<file path="src/rtl/midi_voice_allocator.sv">
// N-voice MIDI note allocator: parses Note On/Off and All Notes Off (with running status)
// and drives per-voice gate/note/velocity. Define MIDI_VOICE_STEAL_EN to steal the oldest voice when full.
module midi_voice_allocator #(
  parameter int NUM_VOICES   = 4,
  parameter int MIDI_CHANNEL = 0,
  parameter int OMNI         = 0
) (
  input  logic                            clk,
  input  logic                            rst_n,
  input  logic [7:0]                      rx_data,
  input  logic                            rx_valid,
  output logic [NUM_VOICES-1:0]           voice_gate,
  output logic [7*NUM_VOICES-1:0]         voice_note,
  output logic [7*NUM_VOICES-1:0]         voice_velocity,
  output logic                            event_valid,
  output logic [$clog2(NUM_VOICES)-1:0]   event_voice
);

  localparam int VW = $clog2(NUM_VOICES);
  typedef logic [VW-1:0] idx_t;

  typedef enum logic [1:0] {IDLE, WAIT_D1, WAIT_D2} state_t;
  typedef enum logic [1:0] {NOTE_OFF, NOTE_ON, CTRL} msg_t;

  state_t                  state_q, state_d;
  msg_t                    msgType_q, msgType_d;
  logic [6:0]              d1_q, d1_d;
  logic                    dispatch;
  logic                    chanOk;
  logic [6:0]              d2;

  logic [NUM_VOICES-1:0]   gate_q, gate_d;
  logic [6:0]              note_q [NUM_VOICES];
  logic [6:0]              note_d [NUM_VOICES];
  logic [6:0]              vel_q  [NUM_VOICES];
  logic [6:0]              vel_d  [NUM_VOICES];
  idx_t                    rank_q [NUM_VOICES];
  idx_t                    rank_d [NUM_VOICES];
  logic                    evValid_q, evValid_d;
  idx_t                    evVoice_q, evVoice_d;

  logic                    hit, freeFound, alloc;
  idx_t                    hitIdx, freeIdx, target;
`ifdef MIDI_VOICE_STEAL_EN
  idx_t                    oldestIdx;
`endif

  assign chanOk = (OMNI != 0) || (rx_data[3:0] == 4'(MIDI_CHANNEL));
  assign d2     = rx_data[6:0];

  always_ff @(posedge clk or negedge rst_n) begin
    if (!rst_n) begin
      state_q   <= IDLE;
      msgType_q <= NOTE_OFF;
      d1_q      <= '0;
    end else begin
      state_q   <= state_d;
      msgType_q <= msgType_d;
      d1_q      <= d1_d;
    end
  end

  // Realtime bytes (F8-FF) leave the parser untouched; any other status either latches or aborts.
  always_comb begin
    state_d   = state_q;
    msgType_d = msgType_q;
    d1_d      = d1_q;
    dispatch  = 1'b0;
    if (rx_valid) begin
      if (rx_data[7]) begin
        if (rx_data[7:3] != 5'b11111) begin
          if (chanOk && rx_data[7:4] == 4'h8) begin
            msgType_d = NOTE_OFF;
            state_d   = WAIT_D1;
          end else if (chanOk && rx_data[7:4] == 4'h9) begin
            msgType_d = NOTE_ON;
            state_d   = WAIT_D1;
          end else if (chanOk && rx_data[7:4] == 4'hB) begin
            msgType_d = CTRL;
            state_d   = WAIT_D1;
          end else begin
            state_d   = IDLE;
          end
        end
      end else begin
        case (state_q)
          WAIT_D1: begin
            d1_d    = rx_data[6:0];
            state_d = WAIT_D2;
          end
          WAIT_D2: begin
            dispatch = 1'b1;
            state_d  = WAIT_D1;
          end
          default: ;
        endcase
      end
    end
  end

  // The second data byte is consumed directly from rx_data so the dispatch lands on the same edge.
  always_comb begin
    gate_d    = gate_q;
    note_d    = note_q;
    vel_d     = vel_q;
    rank_d    = rank_q;
    evValid_d = 1'b0;
    evVoice_d = evVoice_q;
    hit       = 1'b0;
    hitIdx    = '0;
    freeFound = 1'b0;
    freeIdx   = '0;
    alloc     = 1'b0;
    target    = '0;
`ifdef MIDI_VOICE_STEAL_EN
    oldestIdx = '0;
`endif

    for (int v = NUM_VOICES - 1; v >= 0; v--) begin
      if (gate_q[v] && note_q[v] == d1_q) begin
        hit    = 1'b1;
        hitIdx = idx_t'(v);
      end
      if (!gate_q[v]) begin
        freeFound = 1'b1;
        freeIdx   = idx_t'(v);
      end
`ifdef MIDI_VOICE_STEAL_EN
      if (rank_q[v] == idx_t'(NUM_VOICES - 1)) oldestIdx = idx_t'(v);
`endif
    end

    if (dispatch && msgType_q == NOTE_ON && d2 != 7'd0) begin
      if (hit) begin
        alloc  = 1'b1;
        target = hitIdx;
      end else if (freeFound) begin
        alloc  = 1'b1;
        target = freeIdx;
      end
`ifdef MIDI_VOICE_STEAL_EN
      else begin
        alloc  = 1'b1;
        target = oldestIdx;
      end
`endif
    end else if (dispatch && msgType_q != CTRL) begin
      if (hit) begin
        gate_d[hitIdx] = 1'b0;
        evValid_d      = 1'b1;
        evVoice_d      = hitIdx;
      end
    end else if (dispatch && d1_q == 7'd123) begin
      gate_d    = '0;
      evValid_d = 1'b1;
      evVoice_d = '0;
    end

    if (alloc) begin
      for (int v = 0; v < NUM_VOICES; v++) begin
        if (rank_q[v] < rank_q[target]) rank_d[v] = idx_t'(rank_q[v] + 1'b1);
      end
      rank_d[target] = '0;
      note_d[target] = d1_q;
      vel_d[target]  = d2;
      gate_d[target] = 1'b1;
      evValid_d      = 1'b1;
      evVoice_d      = target;
    end
  end

  always_ff @(posedge clk or negedge rst_n) begin
    if (!rst_n) begin
      gate_q    <= '0;
      evValid_q <= 1'b0;
      evVoice_q <= '0;
      for (int v = 0; v < NUM_VOICES; v++) begin
        note_q[v] <= '0;
        vel_q[v]  <= '0;
        rank_q[v] <= idx_t'(v);
      end
    end else begin
      gate_q    <= gate_d;
      note_q    <= note_d;
      vel_q     <= vel_d;
      rank_q    <= rank_d;
      evValid_q <= evValid_d;
      evVoice_q <= evVoice_d;
    end
  end

  for (genvar g = 0; g < NUM_VOICES; g++) begin : g_pack
    assign voice_note[7*g +: 7]     = note_q[g];
    assign voice_velocity[7*g +: 7] = vel_q[g];
  end

  assign voice_gate  = gate_q;
  assign event_valid = evValid_q;
  assign event_voice = evVoice_q;

endmodule

</file>
<file path="config.mk">
export PLATFORM = sky130hd
export DESIGN_NAME = midi_voice_allocator
export DESIGN_NICKNAME = d
export VERILOG_FILES = /design/src/rtl/midi_voice_allocator.sv
export SDC_FILE = /design/constraint.sdc
export NUM_CORES = 1
export LEC_CHECK = 0
export ABC_CLOCK_PERIOD_IN_PS = 7000
export BUFFER_PORTS_ARGS = -buffer_cell sky130_fd_sc_hd__buf_4
export CAP_MARGIN = 25
export CORE_UTILIZATION = 45
export DETAILED_ROUTE_END_ITERATION = 12
export PLACE_DENSITY = 0.73
export SYNTH_ARGS = -nofsm -noshare
export SYNTH_HDL_FRONTEND = slang
export SYNTH_SLANG_ARGS = --single-unit
</file>
<file path="constraint.sdc">
create_clock -name clk -period 7 [get_ports clk]
set_clock_uncertainty 0.1 [all_clocks]
set_input_delay 0.7 -clock clk [delete_from_list [all_inputs] [get_ports clk]]
set_output_delay 0.7 -clock clk [all_outputs]
set_load 0.05 [all_outputs]
</file>
Yosys cells after proc, flatten, opt, wreduce, memory -nomap -nowiden:

Index checks and enable logic that the tools add are counted.

* logic and storage cells: 121
* register bits after elaboration: 74
* output and inout bits: 63
* input bits: 11

* muxes and demuxes: 57
* magnitude comparators: 6
* bitwise gates (word level): 5
* reduce and logical (&&, ||, !) cells: 23
* equality and inequality tests: 16

Operators with widths (number)
* bitwise mux 28 bit: 2
* two-way mux 2 bit: 21
* equality test 7 bit: 4
* two-way mux 1 bit: 24
* two-way mux 4 bit: 5
* demux 7 bit (select 2 bit): 1
* logical AND 1 bit: 14
* equality test 4 bit (second input constant): 3
* AND reduction 3 bit: 3
* nonzero test 3 bit: 3
* equality test 7 bit (second input constant): 1
* two-way mux 7 bit: 1
* nonzero test 7 bit: 1
* < comparator 2 x 3 -> 1 bit (second input constant): 2
* inequality test 5 bit (second input constant): 1
* AND 4 bit: 1
* demux 1 bit (select 2 bit): 2
* equality test 2 x 1 -> 1 bit (second input constant): 2
* greater-or-equal comparator 2 x 1 -> 1 bit (second input constant): 2
* logical NOT 4 bit: 1
* inequality test 2 bit (second input constant): 2
* NOT 4 bit: 1
* OR 4 bit: 1
* one-hot mux 2 bit (2 select lines): 1
* 8 further kinds: 8

Logic depth before layout (Yosys ltp):

Gate-level depths: netlist of run 1.

* word-level depth: 17
* gate-level depth with buffers: 9

Least setup slack after synthesis of run 1:

No wires, ideal clock.

* path kind: in2reg
* from: in rx_data[4]
* to: reg vel_q (netlist bit voice_velocity[14])
* setup time: 125 ps
* buffers on the path: 2
* cell stages on the path: 7
* arrival time: 2440 ps
* setup slack: 4335 ps
* required time: 6775 ps
* cells stage by stage: clkbuf_1 -> o311ai_1 -> or2_2 -> a211o_2 -> nor2_4 -> buf_4 -> mux2_2

* cells in the longest elaborated chain, start to end: 9
* elaborated cells on any way between the ends: 11

RTL lines
* start, declared: line 10 `input logic [7:0] rx_data,`
* nonzero test 7 bit (*): line 133 `if (dispatch && msgType_q == NOTE_ON && d2 != 7'd0) begin`
* logical AND 1 bit (*): line 133
* two-way mux 2 bit: line 133
* NOT 2 -> 3 bit (not written as such): line 165 `vel_d[target] = d2;`
* greater-or-equal comparator 3 bit (not written as such) / < comparator 3 x 1 -> 1 bit (equally long branches): line 165
* logical AND 1 bit (not written as such): line 165
* two-way mux 7 bit (not written as such): line 165
* demux 7 bit (select 2 bit): line 165
* bitwise mux 28 bit: line 165
* end signal, assigned: line 185 `vel_q <= vel_d;`
* end, declared: line 35 `logic [6:0] vel_q [NUM_VOICES];`

Mark *: on every way between the ends. The rest lies on a longest branch, timed or not.
A chain may end at the register's enable or synchronous reset.

Final worst setup path of run 1:

* from: reg d1_q[0]
* to: reg vel_q (netlist bit voice_velocity[22])

* cells in the longest elaborated chain, start to end: 14
* elaborated cells on any way between the ends: 27

RTL lines
* start, declared: line 27 `logic [6:0] d1_q, d1_d;`
* start signal, assigned: line 55 `d1_q <= '0;`
* start signal, assigned: line 59 `d1_q <= d1_d;`
* equality test 7 bit: line 120 `if (gate_q[v] && note_q[v] == d1_q) begin`
* logical AND 1 bit: line 120
* two-way mux 2 bit / two-way mux 1 bit (equally long branches) (4 in series): line 120
* two-way mux 2 bit: line 134 `if (hit) begin`
* two-way mux 2 bit: line 133
* NOT 2 -> 3 bit (not written as such): line 165
* greater-or-equal comparator 3 bit (not written as such) / < comparator 3 x 1 -> 1 bit (equally long branches): line 165
* logical AND 1 bit (not written as such): line 165
* two-way mux 7 bit (not written as such): line 165
* demux 7 bit (select 2 bit): line 165
* bitwise mux 28 bit: line 165

Several ways; a longest one is shown, not always the timed one.

==> summary by stage, run 1 <==
Drt
The vias per cell is 5.373. The remaining design rule violation count is 0. The routed wire length is 7.958 mm. The detailed-routing iteration count for the pre-antenna-repair pass is 4. The remaining antenna violation count after routing is 0. The routed length per placed instance is 17.68 um. The detailed router finished its first iteration with 156 violations. The via count of the routed design is 2418.

Logic synthesis
For this run, the leading register cell type out of synthesis is dfrtp_1. The total of warnings raised by yosys is 0. After synthesis the netlist holds a flip-flop and latch count of 74.

The most frequent cell after synthesis is dfrtp_1. The cell area that synthesis handed to floorplanning was 3545 um^2. The synthesized area per cell is 12.94 um^2. The synthesized netlist net count is 285.

The fraction of synthesis flops using an asynchronous set or reset pin is 1.000. The top-area cell type share of the netlist area is 0.5224. In this run, distinct cell masters in the synthesized netlist total 46.

The share of the Yosys chip area taken by registers is 0.5224. The synthesized design spends more area on one cell type than any other, namely dfrtp_1. Yosys mapped a number of flops with a built-in enable equal to 0.

By area the synthesized netlist is led by dfrtp_1 (52%), mux2_2 (17%), xnor2_1 (5.4%). The commonest cells after synthesis are dfrtp_1 (74), mux2_2 (54), xnor2_1 (22). The cell count after synthesis came out at roughly 270.

Worst setup path
The critical path launch point type is a flip-flop. The data arrival time at the worst-slack endpoint is ~3.0 ns. The maximum fanout along the worst path is 15.

The endpoint of the worst register-to-register path is voice_velocity[22]. STA puts the critical path data required time at 7.14 ns. The kind of capture point of the worst setup path is a flip-flop.

The critical path starts at d1_q[0]. In this run the register-to-register setup slack is 4.18 ns. The launch point of the worst reg-to-reg path is d1_q[0]. The path type of the worst setup path is reg -> reg.

Counting cells, the worst reg-to-reg path comes to 7.

Die
For this configuration, the core starts out at a cell density of 0.4760. The die is approximately 91 um tall. The floorplan row count is 31. The number of placed I/O pins is 74.

From left edge to right edge, the die measures ~90 um. The area of the die is a little over 8000 um^2. After floorplanning, the core was sized to cover between 7000 and 8000 um^2.

Worst hold path
The min-delay analysis places its worst path in the category in -> async.

Power and ir drop
The switching share of power is 0.3067. The internal power of the cells totals 0.7543 mW. The maximum resistive drop on vdd is 134.3 uV.

The total power after layout is 1.088 mW. The clock group share of total power is 0.351. The share of total power dissipated in combinational logic is 0.171.

The power dissipated by switching net loads is 0.3338 mW. For this design the ratio of total power to cell area is 251.5 nW/um^2. The analysis attributes to cell leakage a power of 2.144 nW. The sequential share of power is 0.478.

CTS
The total of cells resized after clock tree synthesis is 0. In this run the number of H-tree levels came out at 3. Clock-pin slew was measured on the worst setup and hold paths at ~0.080 ns. The TritonCTS clock tree is yes. The number of buffers on the longest clock path is 2. Buffers inserted to repair hold after CTS numbered 0. The clock drives 74 sinks. The count of buffers added by post-CTS timing repair for setup is 0. The clock root buffer is clkbuf_8. The clock insertion delay at the later pin of the skew report is about 0.35 ns. The number of clock buffers added by TritonCTS is 9.

Layout
The multi-input gate area in the final layout is between 1500 and 2000 um^2. The repair_antennas step left the layout with diodes totalling 0. Once layout is complete, the utilization of the core stands at 0.5810. The filler cell count in the final layout is between 600 and 700.

Across the whole layout, storage elements account for between 1500 and 2000 um^2. The relative area change from synthesis to final layout is 22.06%. The fraction of layout cells with a size suffix above 1 is 0.4701. The final layout net count is approximately 360.

Global routing
Entering global routing, the biggest net connects between 70 and 80 pins. The number of global-route vias before repair was 2401. The aggregate global-route resource usage is 0.2098. The total overflow left after global routing is 0. The wire length of the first global-routing pass is 13.05 mm.

The number of antenna violations at the first check in global routing is 0.

Timing
Setup slack on the critical path of the routed design comes to 4.183 ns. Measured against its own limit, the worst slew margin works out to 0.2775. The final number of max-transition violations is 0. Subtracting the final worst setup slack from the clock period gives 2.817 ns. The transition time at the pin with the least slew margin is 1.074 ns. The minimum hold slack is 0.3728 ns.

The highest attainable clock frequency is 355.0 MHz. In the final timing run, aggregate negative setup slack is 0 ns. Setup repair after global routing left no endpoint under its margin. The number of hold violations in the final report was 0. In the finished design, the share of the clock period the worst path needs comes to 0.4024. The number of setup violations in the final report is 0.

Outcome
The flow ran to the end, and the final reports show no timing, DRC or antenna violations.

Job
The tool flagged a number of max-cap violations equal to 0.

Placement
The count of input and output buffers is 73. OpenSTA, run right after detailed placement, puts the worst setup slack at 4.070 ns. Detailed placement finished with a half-perimeter wire length of 5.430 mm. The global placement routability congestion is around 0.93.
placed cells by master (no fill, tap or decap), types with 2 or more instances in the layout:
cell       count
a21oi_1       10
a31oi_1        4
buf_4         73
bufinv_16      2
clkbuf_8      11
dfrtp_1       74
inv_1          5
mux2_2        54
mux2_4         9
nand2_1       14
nand2b_1       3
nand3_1        2
nand4_1        7
nor2_1        14
nor2b_1        2
nor3_1         3
nor4_1         3
o21ai_0        5
or2_2          2
xnor2_1       22
xor2_1         6
kinds of logic after synthesis:
logic type	synth area share
compound gates	0.05895
xor+xnor	0.06918
buf+inv	0.03882
flops	0.5224
mux	0.2097
simple gates	0.1010
metrics by stage:
stage                     instance area, um^2  cells
final                                    4327    450
after global placement                   4098    434
after detailed placement                 4098    434
after global routing                     4327    450
after floorplan                          3545    274
after CTS                                4327    450
sequential cells by signal (all words and copies together), names as in the netlist:
| name | count |
|---|---|
| event_voice | 2 |
| voice_gate | 4 |
| state_q | 2 |
| d1_q | 7 |
| msgType_q | 2 |
| voice_note | 28 |
| event_valid | 1 |
| voice_velocity | 28 |
final cells by class:
| type | instances | share of cell area |
|---|---|---|
| inverters | 5 | 0.004338 |
| flip-flops and latches | 74 | 0.4280 |
| repair buffers | 73 | 0.1267 |
| clock inverters | 4 | 0.01706 |
| well taps | 99 | 0.02863 |
| multi-input cells | 183 | 0.3595 |
| clock buffers | 12 | 0.03586 |
metal layers:
| metal | part of all wire | track usage | vias to the layer above | routed length, um |
|---|---|---|---|---|
| met3 | 0.045 | 0.05219 | 12 | 357 |
| met1 | 0.44 | 0.2758 | 1221 | 3511 |
| met2 | 0.50 | 0.3365 | 69 | 3980 |
| met4 | 0.014 | 0.07392 | 0 | 108 |
| met5 | 0 | 0 | - | 0 |
| li1 | - | - | 1116 | - |
critical path, cell delays in order, from the launching register on:
cell	delay, ns
dfrtp_1	0.67
xnor2_1	0.18
nand4_1	0.16
or2_2	0.34
a21oi_1	0.21
o21a_4	0.23
nand3_2	0.37
mux2_2	0.43
power by group through the flow:
stage	Combinational, mW	Sequential, mW	Clock (mW)
after CTS	0.187	0.520	0.387
final	0.186	0.520	0.382
after detailed placement	0.187	0.529	0
after floorplan	0.148	0.519	0
after global placement	0.185	0.527	0
after global routing	0.203	0.527	0.408
how the worst max path moves through the flow:
stage	depth (start not counted)	slack [ns]	endpoint
2_1_floorplan	7	4.33	voice_velocity[14]
3_3_place_gp	7	4.13	voice_velocity[9]
3_5_place_dp	8	4.07	voice_velocity[22]
4_1_cts	7	4.18	voice_velocity[22]
5_1_grt	7	3.96	voice_note[21]
6_report	7	4.18	voice_velocity[22]
(Power assumes the default switching activity.)
==> run 2: changes to the inputs <==
--- a/config.mk
+++ b/config.mk
@@ -5,7 +5,7 @@
 export SDC_FILE = /design/constraint.sdc
 export NUM_CORES = 1
 export LEC_CHECK = 0
-export ABC_CLOCK_PERIOD_IN_PS = 7000
+export ABC_CLOCK_PERIOD_IN_PS = 2600
 export BUFFER_PORTS_ARGS = -buffer_cell sky130_fd_sc_hd__buf_4
 export CAP_MARGIN = 25
 export CORE_UTILIZATION = 45
==> constraint.sdc (replaced) <==
create_clock -name clk -period 2.6 [get_ports clk]
set_clock_uncertainty 0.1 [all_clocks]
set_input_delay 0.26 -clock clk [delete_from_list [all_inputs] [get_ports clk]]
set_output_delay 0.26 -clock clk [all_outputs]
set_load 0.05 [all_outputs]
==> run 2 against run 1 <==
  * Fmax is 12% higher
  * Critical endpoint is now voice_velocity[1]
  * Total power rose to 2.6 times the previous value
  * First-iteration DRC count fell by 17%
  * Sequential power grew to 2.7 times the previous value
  * Die area is the same
  * Highest routed layer unchanged
  * Sequential share of layout area fell by 0.99 points
  * Clock power is 130% higher
  * Via count increased by 1.9%
  * Largest power group unchanged
  * Cell area increased by 2.8%
==> summary by stage, run 2 (synthesis gave the netlist of run 1 again) <==
Outcome
The flow ran to the end, and the final reports show no timing, DRC or antenna violations.

Worst setup path
STA classifies the critical path startpoint as a flip-flop. The kind of capture point of the worst setup path is a flip-flop. The worst register-to-register path begins at d1_q[3]. In this run the worst setup path begins at d1_q[3].

The data arrival time at the worst-slack endpoint is 2.64 ns (-0.31 ns). The number of cell instances on the worst register-to-register path was 6 (-1). The required time of the critical path is 2.74 ns (-4.40 ns). The endpoint of the worst register-to-register path is voice_velocity[1]. The path type of the worst setup path is reg -> reg.

In this run the worst setup path terminates at voice_velocity[1]. The setup slack on the worst flop-to-flop path is 0.09 ns (-4.09 ns). The maximum fanout along the worst path is 15 (unchanged).

Global routing
The number of global-route vias before repair is 2430 (+1.2%). The largest net degree at the start of global routing is 75 (unchanged). The aggregate global-route resource usage is 0.2042 (-0.005618). The total congestion overflow after global routing came to 0 (unchanged). The wire length of the first global-routing pass is 12.89 mm (-1.3%). The number of antenna violations at the first check in global routing is 0 (unchanged).

Drt
The routed wire length is 8.181 mm (+2.8%). The remaining design rule violation count is 0 (unchanged). The remaining antenna violation count after routing is 0 (unchanged).

The routed length per placed instance is 17.59 um (-0.51%). The detailed-routing iteration count for the pre-antenna-repair pass is 4 (unchanged). The violation count after the first detailed-routing iteration was 129 (-17%).

The vias per cell is 5.301 (-1.3%). The via count of the routed design was 2465 (+1.9%).

Die
The starting density of the core is 0.4760 (unchanged). The area of the die is 8236 um^2 (unchanged). The floorplan row count is 31 (unchanged). The number of placed I/O pins is 74 (unchanged). The width of the chip is 90.75 um (unchanged). The area of the core came to 7447 um^2 (unchanged). The height of the chip is 90.75 um (unchanged).

CTS
The deepest level of the CTS H-tree was 3 (unchanged). The clock root buffer is clkbuf_8. The number of sinks handled by clock tree synthesis is 74 (unchanged). TritonCTS built the clock tree. The number of buffers on the longest clock path is 2 (unchanged). The number of buffers inserted during clock tree synthesis is 9 (unchanged). The clock insertion delay at the later pin of the skew report came to 0.35 ns (about the same). The clock-pin transition on the worst setup and hold timing paths is 0.08 ns (about the same).

Worst hold path
The worst hold path begins at rx_data[7]. The classification of the worst-slack hold path is in -> reg.

Timing
The headroom to the max-slew limit is 0.3840 (+0.1065). The transition time at the pin with the least slew margin is 0.9241 ns (-0.1498 ns). The final period demand of the worst path is 2.508 ns (-0.3095 ns). The final number of max-transition violations is 0 (unchanged). Setup repair after global routing left no endpoint under its margin. The highest attainable clock frequency is 398.8 MHz (+12%).

The final-layout setup total negative slack is 0 ns (unchanged). The number of setup violations in the final report is 0 (unchanged). The number of hold violations in the final report is 0 (unchanged).

The period utilization is 0.9645 (+0.5620).

Power and ir drop
The leakage power is 2.204 nW (+2.8%). The power per cell area is 632.2 nW/um^2 (+150%). The total power after layout is 2.811 mW (+160%). The maximum resistive drop on vdd is 276.9 uV (+110%).

Placement
The count of input and output buffers is 73 (unchanged). The total instance count after detailed placement is 448 (+3.2%). The HPWL after detailed placement is 5.595 mm (+3.0%). The global placement routability congestion is 0.8598 (-8.0%).

Layout
Relative to the synthesized area, the layout overhead comes to 25.45%. The fraction of layout cells with a size suffix above 1 is 0.5055 (+0.03538). The final layout net count was 374 (+4.8%). The post-layout instance count excluding filler cells is 465 (+3.3%).

The library cells used most frequently in the layout, excluding fill and tap cells, are buf_4 (87), dfrtp_1 (68), mux2_2 (54). The core occupancy in the finished layout is 0.5971 (+0.01613). The most common library cell in the layout ignoring fill and taps is buf_4. The number of antenna cells inserted came to 0 (unchanged).

Job
The max-capacitance violation count is 0 (unchanged).
run 2: changes by cell type in the layout (fill, tap and decap cells not counted), sizes merged:
cell	previous run	this run
dlygate4sd3	0	1
clkinv	2	1
bufinv	2	1
buf	73	89
run 2: report_power, final:
| part | leakage, nW | switching [mW] | internal, mW |
|---|---|---|---|
| Clock | 0.0925 | 0.419 | 0.462 |
| Combinational | 1.11 | 0.299 | 0.234 |
| Sequential | 0.997 | 0.169 | 1.23 |
run 2: final cells by class:
cell class | instances | area (um^2)
Clock buffer | 12 | 145.1
Clock inverter | 2 | 38.79
Fill cell | 629 | 3000
Inverter | 5 | 18.77
Multi-Input combinational cell | 183 | 1558
Sequential cell | 74 | 1859
Tap cell | 99 | 123.9
Timing Repair Buffer | 90 | 703.2
run 2: worst min path at each step:
stage / to / slack (ns) / depth (start not counted)
after CTS: state_q[1] / 0.02 / 2
after global placement: voice_velocity[23] / 0.35 / 1
final: state_q[1] / 0.03 / 2
after floorplan: d1_q[0] / -0.14 / 0
after detailed placement: voice_velocity[22] / 0.36 / 1
after global routing: state_q[1] / 0.03 / 2
run 2: per-stage QoR:
step	hold slack, ns	setup WS, ns	area, um^2
floorplan	-0.1356	0.09222	3545
global placement	0.3525	0.02605	4228
detailed placement	0.3607	0.0003371	4228
CTS	0.01880	0.03866	4425
global route	0.02734	0.005983	4447
finish	0.03193	0.09240	4447
run 2: worst max-delay path, stage by stage (launching register included):
cell and delay [ns]:
dfrtp_2 0.52, xor2_1 0.21, nor4_2 0.38, and4_4 0.33
nor2_2 0.07, a211o_4 0.45, mux2_4 0.34
run 2: per-layer routing:
metal	up-vias	part of all wire	GRT usage
met5	-	0	0
met4	0	0.012	0.07661
met3	12	0.040	0.04966
met2	70	0.47	0.3068
met1	1234	0.48	0.2843
li1	1149	-	-
run 2: timing repair:
item | CTS | global route
resized for setup | 3 | 4
hold buffers | 1 | 0
buffers inserted | 0 | 2
setup endpoints to repair | 22 | 53
pin swaps | 0 | 1
hold endpoints to repair | 74 | 0
